<file path="src/rtl/ddc_tune_ctrl.sv">
// Retune sequencer for the IF->baseband downconverter: owns the NCO tuning word,
// pulses NCO phase clear on each (re)tune and blanks output until the filters flush.
module ddc_tune_ctrl #(
  parameter int               FTW_W          = 32,
  parameter logic [FTW_W-1:0] DEFAULT_FTW    = 32'h4000_0000,
  parameter int               SETTLE_SAMPLES = 16
) (
  input  logic             clk,
  input  logic             reset_n,
  input  logic             en,
  input  logic             cfg_valid,
  output logic             cfg_ready,
  input  logic [FTW_W-1:0] cfg_ftw,
  input  logic             sample_stb,
  output logic [FTW_W-1:0] nco_ftw,
  output logic             nco_phase_clr,
  output logic             mix_en,
  output logic             out_valid,
  output logic             locked,
  output logic [7:0]       retune_cnt
);

  localparam int CNT_W = (SETTLE_SAMPLES > 0) ? $clog2(SETTLE_SAMPLES + 1) : 1;
  localparam logic [CNT_W-1:0] SETTLE_INIT = CNT_W'(SETTLE_SAMPLES);

  typedef enum logic [1:0] {
    IDLE   = 2'd0,
    LOAD   = 2'd1,
    SETTLE = 2'd2,
    RUN    = 2'd3
  } state_t;

  state_t           state_reg, state_next;
  logic [CNT_W-1:0] settle_cnt_reg, settle_cnt_next;
  logic             accept;
  logic             retune_inc;

  assign cfg_ready = (state_reg != LOAD);
  assign accept    = cfg_valid & cfg_ready;

  always_comb begin
    state_next      = state_reg;
    settle_cnt_next = settle_cnt_reg;
    retune_inc      = 1'b0;

    case (state_reg)
      IDLE: begin
        if (en) state_next = LOAD;
      end
      LOAD: begin
        settle_cnt_next = SETTLE_INIT;
        state_next      = (SETTLE_SAMPLES == 0) ? RUN : SETTLE;
      end
      SETTLE: begin
        if (accept) begin
          state_next = LOAD;
          retune_inc = 1'b1;
        end else if (sample_stb) begin
          // count==1 is the last blanked strobe; <=1 also keeps a zero count from wrapping
          if (settle_cnt_reg <= CNT_W'(1)) begin
            settle_cnt_next = '0;
            state_next      = RUN;
          end else begin
            settle_cnt_next = settle_cnt_reg - CNT_W'(1);
          end
        end
      end
      RUN: begin
        if (accept) begin
          state_next = LOAD;
          retune_inc = 1'b1;
        end
      end
      default: state_next = IDLE;
    endcase

    // Disable wins over any retune; a retune seen while dropping en is not counted
    if (!en) begin
      state_next = IDLE;
      retune_inc = 1'b0;
    end
  end

  always_ff @(posedge clk or negedge reset_n) begin
    if (!reset_n) begin
      state_reg      <= IDLE;
      settle_cnt_reg <= '0;
      nco_ftw        <= DEFAULT_FTW;
      nco_phase_clr  <= 1'b0;
      mix_en         <= 1'b0;
      locked         <= 1'b0;
      out_valid      <= 1'b0;
      retune_cnt     <= 8'd0;
    end else begin
      state_reg      <= state_next;
      settle_cnt_reg <= settle_cnt_next;
      if (accept) nco_ftw <= cfg_ftw;
      // Status flags decode the next state so they line up with state_reg
      nco_phase_clr  <= (state_next == LOAD);
      mix_en         <= (state_next != IDLE);
      locked         <= (state_next == RUN);
      out_valid      <= sample_stb & (state_reg == RUN);
      if (retune_inc && (retune_cnt != 8'hFF)) retune_cnt <= retune_cnt + 8'd1;
    end
  end

endmodule
</file>
<file path="config.mk">
export PLATFORM = sky130hd
export DESIGN_NAME = ddc_tune_ctrl
export DESIGN_NICKNAME = d
export VERILOG_FILES = /design/src/rtl/ddc_tune_ctrl.sv
export SDC_FILE = /design/constraint.sdc
export NUM_CORES = 1
export LEC_CHECK = 0
export CORE_ASPECT_RATIO = 1.4
export CORE_UTILIZATION = 44
export DETAILED_ROUTE_END_ITERATION = 16
export GPL_TIMING_DRIVEN = 0
export PLACE_DENSITY = 0.86
export SYNTH_ARGS = -nofsm -noshare
export SYNTH_HDL_FRONTEND = slang
export SYNTH_SLANG_ARGS = --single-unit
export TNS_END_PERCENT = 5
</file>
<file path="constraint.sdc">
create_clock -name clk -period 1.62 [get_ports clk]
set_input_delay 0.243 -clock clk [delete_from_list [all_inputs] [get_ports clk]]
set_output_delay 0.243 -clock clk [all_outputs]
set_load 0.02 [all_outputs]
</file>
==> flow_summary.ini, run 1 <==
[floorplan]
start_util_pct = 46.9
die_h_um = 85.3
die_x_um = 61.5
row_count = 29
die_area_um2 = 5240
io-pin-count = 82
coreArea_um2 = 4640

[worst_setup_path]
crit_buf_inv = 1
required_ps = 1380
cpLargestDelayFamily = buffers and inverters
crit_type = reg -> out
cp.arrival_ps = 1310
cpPeakStageDelay_ps = 620
cp-start-kind = register
slowest_stage = clkdlybuf4s50_1
path_max_fanout = 4
critPathCaptureType = output port
crit_chain = clkdlybuf4s50_1

[layout]
multi_input_area_um2 = 845
fin_area_um2 = 3250
final_cell_count_no_fill = 315
largest_reg_flops = 32
filler_cell_count = 336
area_delta_synth_final_pct = 49.3
drive_gt1_share_pct = 10.3
fin_util_pct = 70.0
diodes = 0
regArea_um2 = 1280
final_nets = 292

[timing]
relSlewSlack_pct = 65.7
finalCritPeriodShare_pct = 96.1
setup_ws_ps = 63.6
maxSlewViolCount = 0
setup-violations-final = 0
finClkSkew_ps = 7.65
tightest_slew_ps = 510
period_minus_slack_ps = 1560
hold_slack_ps = 334
finalHoldViolCount = 0
fin_tns_setup_ps = 0
rsz0062_at_grt = true
fmax_mhz = 643

[grt]
antenna_found_initial = 0
grt_overflow = 0
grt_max_degree = 38
grt_util_all_layers_pct = 20.8
grt_pass1_vias = 1670
grt_pass1_wl_mm = 7.99

[clock_network]
clk_latency_ps = 300
cts_sinks = 51
cts_root_buf = clkbuf_8
htree_levels = 2
cts_made_buffers = 5
clockBufferDepth = 2
clk_pin_slew_ps = 80
postCtsSetupRepairBufs = 0
cts_tree = yes

[synth]
synth_edf_count = 0
ys_seq_area_share_pct = 58.6
ys_warn_count = 0
synth-compound-area-share_pct = 5.91
synth-seq-cells = 51
yosys-top-cells-area = dfrtp_1 57%, mux2_1 18%, ha_1 1.7%
synth_top_area_share_pct = 57.4
synthAdderAreaFrac_pct = 1.72
yosysMostFrequentCell = dfrtp_1
synth.mux.area_fraction_pct = 18.6
syn_nets = 202
yosys.area.top_type = dfrtp_1
syn_inst = 162
ys.flop_type = dfrtp_1
async_reset_ff_share_pct = 100
syn_area_um2 = 2180
synthSimpleGateAreaFrac_pct = 11.3
synth_top_family_by_area = multiplexers
syn_area_per_cell_um2 = 13.5
synth-xor-area-share_pct = 0.402
ys_types = 39
ys_top_cells_by_count = 50 x dfrtp_1, 35 x mux2_1, 7 x nand2_1, 6 x inv_1, 6 x nand3_1

[pwr]
p_total_mw = 3.99
power_frac_comb_pct = 31.7
power.switching_mw = 1.22
p_sw_share_pct = 30.7
leakage_nw = 1.42
irDropWorstVdd_v = 0.00110
seqPwrFrac_pct = 42.7
clkPwrFrac_pct = 25.7
power.density_nw_per_um2 = 1230
internal_power_mw = 2.77

[place]
pre_cts_slack_ps = -251
place_inst = 306
place.gp.congestion = 0.768
portBuffers = 81
placed_cell_area_um2 = 3080
dp_hpwl_mm = 3.69

[route]
ant_nets = 0
routed_via_density = 5.16
finalWirelength_mm = 4.94
vias = 1625
drc = 0
first_pass_iters = 4
drt-wirelength-per-cell_um = 15.7
drt_iter0_markers = 67

[status]
status = finished clean

[flow_run]
maxCapViolCount = 0

[min_path]
hold_path_class = in -> reg
[worst reg2reg max path, delay by kind of cell (launching register included)]
kind	cells	cell delay, ps
AO/OA/AOI/OAI	1	240
adder cells (fa/ha/maj)	1	240
flip-flops	1	410
multiplexers	1	350
AND/OR/NAND/NOR	1	160
[power by group through the flow]
stage               sequential (mW)  clock [mW]  combinational, mW
floorplan                      1.95           0              0.385
detailed placement             1.72           0               1.29
global route                   1.74        1.09               1.36
CTS                            1.70        1.05               1.27
global placement               1.70           0               1.25
finish                         1.70        1.02               1.26
[cell families after synthesis]
logic type	after synthesis
mux	36
flops	51
compound gates	18
xor+xnor	1
buf+inv	13
fa+ha+maj	3
simple gates	40
[path summary, 6_finish.rpt]
check	start	endpoint	slack, ps	cells after the start
worst max-delay path	retune_cnt[1]	retune_cnt[1]	60	1
worst min-delay path	en	state_reg[1]	330	3
worst max register to register	retune_cnt[0]	retune_cnt[1]	110	4
worst min register to register	nco_ftw[2]	nco_ftw[2]	500	1
max in group asynchronous	reset_n	nco_ftw[30]	690	3
min in group asynchronous	reset_n	nco_ftw[10]	370	2
[what timing repair did]
| action | 4_1_cts | 5_1_grt |
|---|---|---|
| pin swaps | 0 | 2 |
| setup endpoints to repair | 7 | 15 |
| gates resized for setup | 9 | 10 |
| endpoints found under the hold margin | 14 | 0 |
| hold buffers | 1 | 0 |
[metal layers]
metal	up-vias	track usage [%]	part of all wire, %
met5	-	0	0
met4	0	8.48	1.9
met3	9	4.27	5.9
met2	56	35.0	52
met1	795	25.1	40
li1	765	-	-
[cell type report]
cell class / count / share of cell area [%]
plain buffers: 7 / 1.65
clock buffers: 6 / 2.23
clock inverters: 2 / 1.85
inverters: 6 / 0.692
multi-input cells: 98 / 26.0
flip-flops and latches: 51 / 39.3
well taps: 62 / 2.38
repair buffers: 83 / 25.9
[placed cells by master (no fill, tap or decap), types with 3 or more instances in the layout]
master            n
clkbuf_1          3
nand2_1           7
buf_6             3
clkbuf_8          5
dlygate4sd2_1     5
nor3_1            5
nand2b_1          3
nand3_1           6
a21oi_1           3
mux2_1           35
dlymetal6s2s_1    5
inv_1             6
clkdlybuf4s50_1  69
dfrtp_1          49
(Power assumes the default switching activity.)
==> inputs of run 2 (changes only) <==
CAP_MARGIN = 20   (was not set)
CORE_ASPECT_RATIO = 0.7   (was 1.4)
==> run 2 against run 1 <==
Critical path depth rose by 3. Flip-flop and latch count is the same. Routed wire length shrank 8.3%. Largest power group unchanged.
==> flow_summary.ini, run 2 (synthesized netlist as in run 1, its figures left out) <==
[status]
status = finished clean

[place]
place_inst = 313
dp_hpwl_mm = 3.42
portBuffers = 81
place.gp.congestion = 0.828

[worst_setup_path]
slowest_stage = dfrtp_1
cpPeakStageDelay_ps = 420
crit_type = reg -> reg
crit_chain = ha_2, nand4_1, o2111ai_2, mux2_2
critPathCaptureType = register
cp-start-kind = register
cp.arrival_ps = 1740
required_ps = 1820
path_max_fanout = 4

[timing]
finClkSkew_ps = 10.2
setup-violations-final = 0
fmax_mhz = 647
relSlewSlack_pct = 60.8
fin_tns_setup_ps = 0
finalHoldViolCount = 0
period_minus_slack_ps = 1540
finalCritPeriodShare_pct = 95.3
hold_slack_ps = 326
maxSlewViolCount = 0
tightest_slew_ps = 587

[grt]
antenna_found_initial = 0
grt_util_all_layers_pct = 17.7
grt_pass1_vias = 1456
grt_max_degree = 28
grt_overflow = 0
grt_pass1_wl_mm = 6.97

[route]
ant_nets = 0
vias = 1587
drc = 0
first_pass_iters = 4
drt-wirelength-per-cell_um = 14.1
drt_iter0_markers = 70
finalWirelength_mm = 4.53
routed_via_density = 4.93

[layout]
area_delta_synth_final_pct = 48.7
mostFrequentLayoutCells = 69 x clkdlybuf4s50_1, 50 x dfrtp_1, 35 x mux2_1, 7 x nand2_1
fin_util_pct = 67.8
largest_reg_flops = 32
final_cell_count_no_fill = 322
diodes = 0
drive_gt1_share_pct = 9.88
layout_commonest_cell = clkdlybuf4s50_1
final_nets = 292

[clock_network]
cts_tree = yes
clk_latency_ps = 310
clockBufferDepth = 2
cts_root_buf = clkbuf_8
cts_sinks = 51
cts_made_buffers = 5
htree_levels = 2
postCtsSetupRepairBufs = 0
clk_pin_slew_ps = 90

[floorplan]
io-pin-count = 82
die_area_um2 = 5240
row_count = 21
die_h_um = 60.9
die_x_um = 86.1
coreArea_um2 = 4780
start_util_pct = 45.6

[min_path]
hold_path_class = in -> reg

[pwr]
leakage_nw = 1.41
irDropWorstVdd_v = 0.000716
power.density_nw_per_um2 = 1200
p_total_mw = 3.88

[flow_run]
maxCapViolCount = 0
==> run 2: worst paths after layout <==
check	from	endpoint	slack, ps	cells past startpoint
max in group asynchronous	reset_n	out_valid	610	3
max	retune_cnt[0]	retune_cnt[1]	80	4
max reg2reg	retune_cnt[0]	retune_cnt[1]	80	4
min reg2reg	nco_ftw[16]	nco_ftw[16]	500	1
min	en	state_reg[0]	330	3
min in group asynchronous	reset_n	nco_ftw[0]	460	2
==> run 2: area by class of cell <==
cell class              count  area (um^2)
inverters                   6         22.5
clock inverters             2         38.8
flip-flops and latches     51         1280
well taps                  69         86.3
multi-input cells          98          842
clock buffers               6         82.6
repair buffers             83          837
plain buffers               7         53.8
fillers                   371         1540
==> run 2: metal layers <==
metal  wire, um  part of all wire, %  track usage [%]
met4         59                  1.3             6.43
met1       2120                   47             23.8
met5          0                    0                0
met2       2020                   45             27.9
met3        321                  7.1             5.03
==> run 2: what timing repair did <==
action / 4_1_cts / 5_1_grt
hold buffers: 1 / 0
endpoints found under the hold margin: 23 / 0
endpoints found under the setup margin: 7 / 10
resized for setup: 7 / 9
==> run 2: power by group <==
group / switching (mW) / internal, mW
Combinational: 0.615 / 0.637
Sequential: 0.183 / 1.51
Clock: 0.429 / 0.508
==> run 2: critical path: cells and delay by family (launching register included) <==
family | cells | cell delay, ps
DFF | 1 | 420
and+or+nand+nor | 1 | 160
AOI/OAI and AO/OA | 1 | 260
adders and majority gates | 1 | 250
muxes | 1 | 350
==> run 2: metrics by stage <==
| step | setup WS, ps | cell area [um^2] |
|---|---|---|
| detailed placement | -293 | 3090 |
| global route | -0.0677 | 3240 |
| finish | 75.5 | 3240 |
| global placement | -1180 | 3080 |
| CTS | 3.31 | 3220 |
| floorplan | 4.59 | 2180 |
==> patch, RTL diff (config.mk and constraints of run 2) <==
Put one more register stage on the output `retune_cnt`, with the module's reset. The value now appears one clock later. The other outputs are not delayed to match.
--- a/src/rtl/ddc_tune_ctrl.sv
+++ b/src/rtl/ddc_tune_ctrl.sv
@@ -31,2 +31,4 @@
   } state_t;
+
+  logic [7:0] retune_cnt_s0;
 
@@ -92,3 +94,3 @@
       out_valid      <= 1'b0;
-      retune_cnt     <= 8'd0;
+      retune_cnt_s0  <= 8'd0;
     end else begin
@@ -102,3 +104,11 @@
       out_valid      <= sample_stb & (state_reg == RUN);
-      if (retune_inc && (retune_cnt != 8'hFF)) retune_cnt <= retune_cnt + 8'd1;
+      if (retune_inc && (retune_cnt_s0 != 8'hFF)) retune_cnt_s0 <= retune_cnt_s0 + 8'd1;
+    end
+  end
+
+  always_ff @(posedge clk or negedge reset_n) begin
+    if (!reset_n) begin
+      retune_cnt <= '0;
+    end else begin
+      retune_cnt <= retune_cnt_s0;
     end
Behaviour: not the same (Yosys sat finds a counterexample within 4 cycles, from zero or initial values and one cycle with reset_n low).
==> patch against run 2 <==
  * Count of clock-buffer cells in the layout grew 4
  * Total power rose by 18%
  * Synthesized area rose by 8.9%
  * Sequential share of layout area rose by 2.5 points
  * Design area is 8.8% higher
  * Setup slack got worse by 52 ps
  * Sequential cell count grew 8
  * Wire length rose by 17%
  * Critical path type is now in -> reg
  * Highest routed layer unchanged
==> patch: results (changes against run 2) <==
Status
  • Outcome: finished, final reports clean

Timing
  • Clock skew: 4.404 ps (-5.764 ps)
  • Final Critical Period: 1596 ps (+51.66 ps)

Setup path
  • CP Launch Point: cfg_valid
  • Crit path to: retune_cnt_s0[7]$_DFFE_PN0P_
  • CP delay by family, top: buffers and inverters
  • CP max stage cell: clkdlybuf4s50_1
  • Max stage delay on crit path: 650 ps (+230 ps)
  • Worst r2r dst: retune_cnt_s0[1]$_DFFE_PN0P_
  • Crit Path Max Fanout: 8 (+4)
  • FF-to-FF Start: retune_cnt_s0[0]$_DFFE_PN0P_
  • R2R Setup Slk: 60 ps (-20 ps)

Place
  • Placement Setup Slack: -290.5 ps (+2.226 ps)
  • HPWL after DPL: 3672 um (+7.3%)
  • Routability cong.: 0.8354 (+0.87%)

Pwr
  • Leak pwr: 1.494 nW (+5.7%)
  • Worst IR Drop VDD: 641.2 uV (-10%)

Route
  • DRT iter0 DRCs: 43 (-39%)
  • Vias per cell: 5.162 (+4.7%)
  • Total routed wirelength: 5306 um (+17%)
  • Met1 wire length: 2392 um (+13%)
  • Met3 WL: 434 um (+35%)

Yosys
  • Netlist cell types: 40 (+2.6%)
  • Top cells by area, synth: dfrtp_1 61%, mux2_1 17%, ha_1 1.6%
  • Commonest cells post-synth: 58 x dfrtp_1, 35 x mux2_1, 9 x nand2_1

Global routing
  • GRT Total Usage: 21.11% (+3.4 points)
  • Vias in the first global route: 1760 (+21%)
  • Largest net degree at the start of global routing: 32 (+14%)
  • Global-route wire length before repair: 8976 um (+29%)

Layout
  • Final nets: 306 (+4.8%)
  • Fillers: 344 (-7.3%)

Clock network
  • CTS H-tree lvls: 3 (+1)
-- patch: cell types whose count changed after synthesis, sizes merged --
cell     change
nand2        +1
nand3        -1
nand4bb      -1
or3          +1
dfrtp        +8
o311ai       +1
-- patch: worst min path at each step --
stage / start / end / slack (ps)
floorplan: reset_n / locked$_DFF_PN0_ / -50
global placement: retune_cnt_s0[1]$_DFFE_PN0P_ / retune_cnt[1]$_DFF_PN0_ / 420
detailed placement: reset_n / retune_cnt[7]$_DFF_PN0_ / 330
CTS: retune_cnt_s0[1]$_DFFE_PN0P_ / retune_cnt[1]$_DFF_PN0_ / 460
global route: en / mix_en$_DFF_PN0_ / 300
finish: en / state_reg[0]$_DFF_PN0_ / 310
-- patch: cell type report --
| type | count | share of cell area, % |
|---|---|---|
| Buffer | 7 | 1.525 |
| Timing Repair Buffer | 84 | 23.87 |
| Clock inverter | 6 | 1.845 |
| Multi-Input combinational cell | 99 | 23.84 |
| Inverter | 6 | 0.6385 |
| Clock buffer | 10 | 3.902 |
| Tap cell | 69 | 2.448 |
| Sequential cell | 59 | 41.93 |
-- patch: logic make-up (layout without fill, tap and decap cells) --
family	count (synthesis)	count (layout)	share of synthesized area [%]
multiplexers	36	36	17.08
flip-flops	59	59	62.26
AO/OA/AOI/OAI	19	19	5.799
AND/OR/NAND/NOR	40	40	9.699
buffers and inverters	13	113	3.215
adder cells (fa/ha/maj)	3	3	1.582
XOR/XNOR	1	1	0.3691
-- patch: per-stage QoR --
step	std cells	setup TNS, ps
final	340	0
after global placement	321	-92110
after detailed placement	322	-4089
after CTS	339	0
after floorplan	171	0
after global routing	340	-25.08
-- patch: per-layer routing --
layer	track usage, %	up-vias
li1	-	810
met1	26.85	843
met2	33.27	93
met3	8.937	9
met4	5.738	0
met5	0	-
-- patch: repair_timing --
action                                  CTS  global route
hold buffers                              1             0
pin swaps                                 0             3
endpoints found under the hold margin    29             0
endpoints found under the setup margin    3            11
gates resized for setup                   4             7
buffers inserted                          0             1
gates cloned                              0             0
-- patch: power by group --
part	total, W	switching, W	internal (W)
registers	0.00198	0.000215	0.00176
logic	0.00129	0.000633	0.000661
clock network	0.00132	0.000572	0.000750
total	0.00459	0.00142	0.00317
-- patch: worst reg2reg max path: cells and delay by family, from the launching register on --
kind | cells | cell delay (ps)
flip-flops | 1 | 430
adder cells (fa/ha/maj) | 1 | 240
AO/OA/AOI/OAI | 1 | 250
multiplexers | 1 | 360
AND/OR/NAND/NOR | 1 | 170
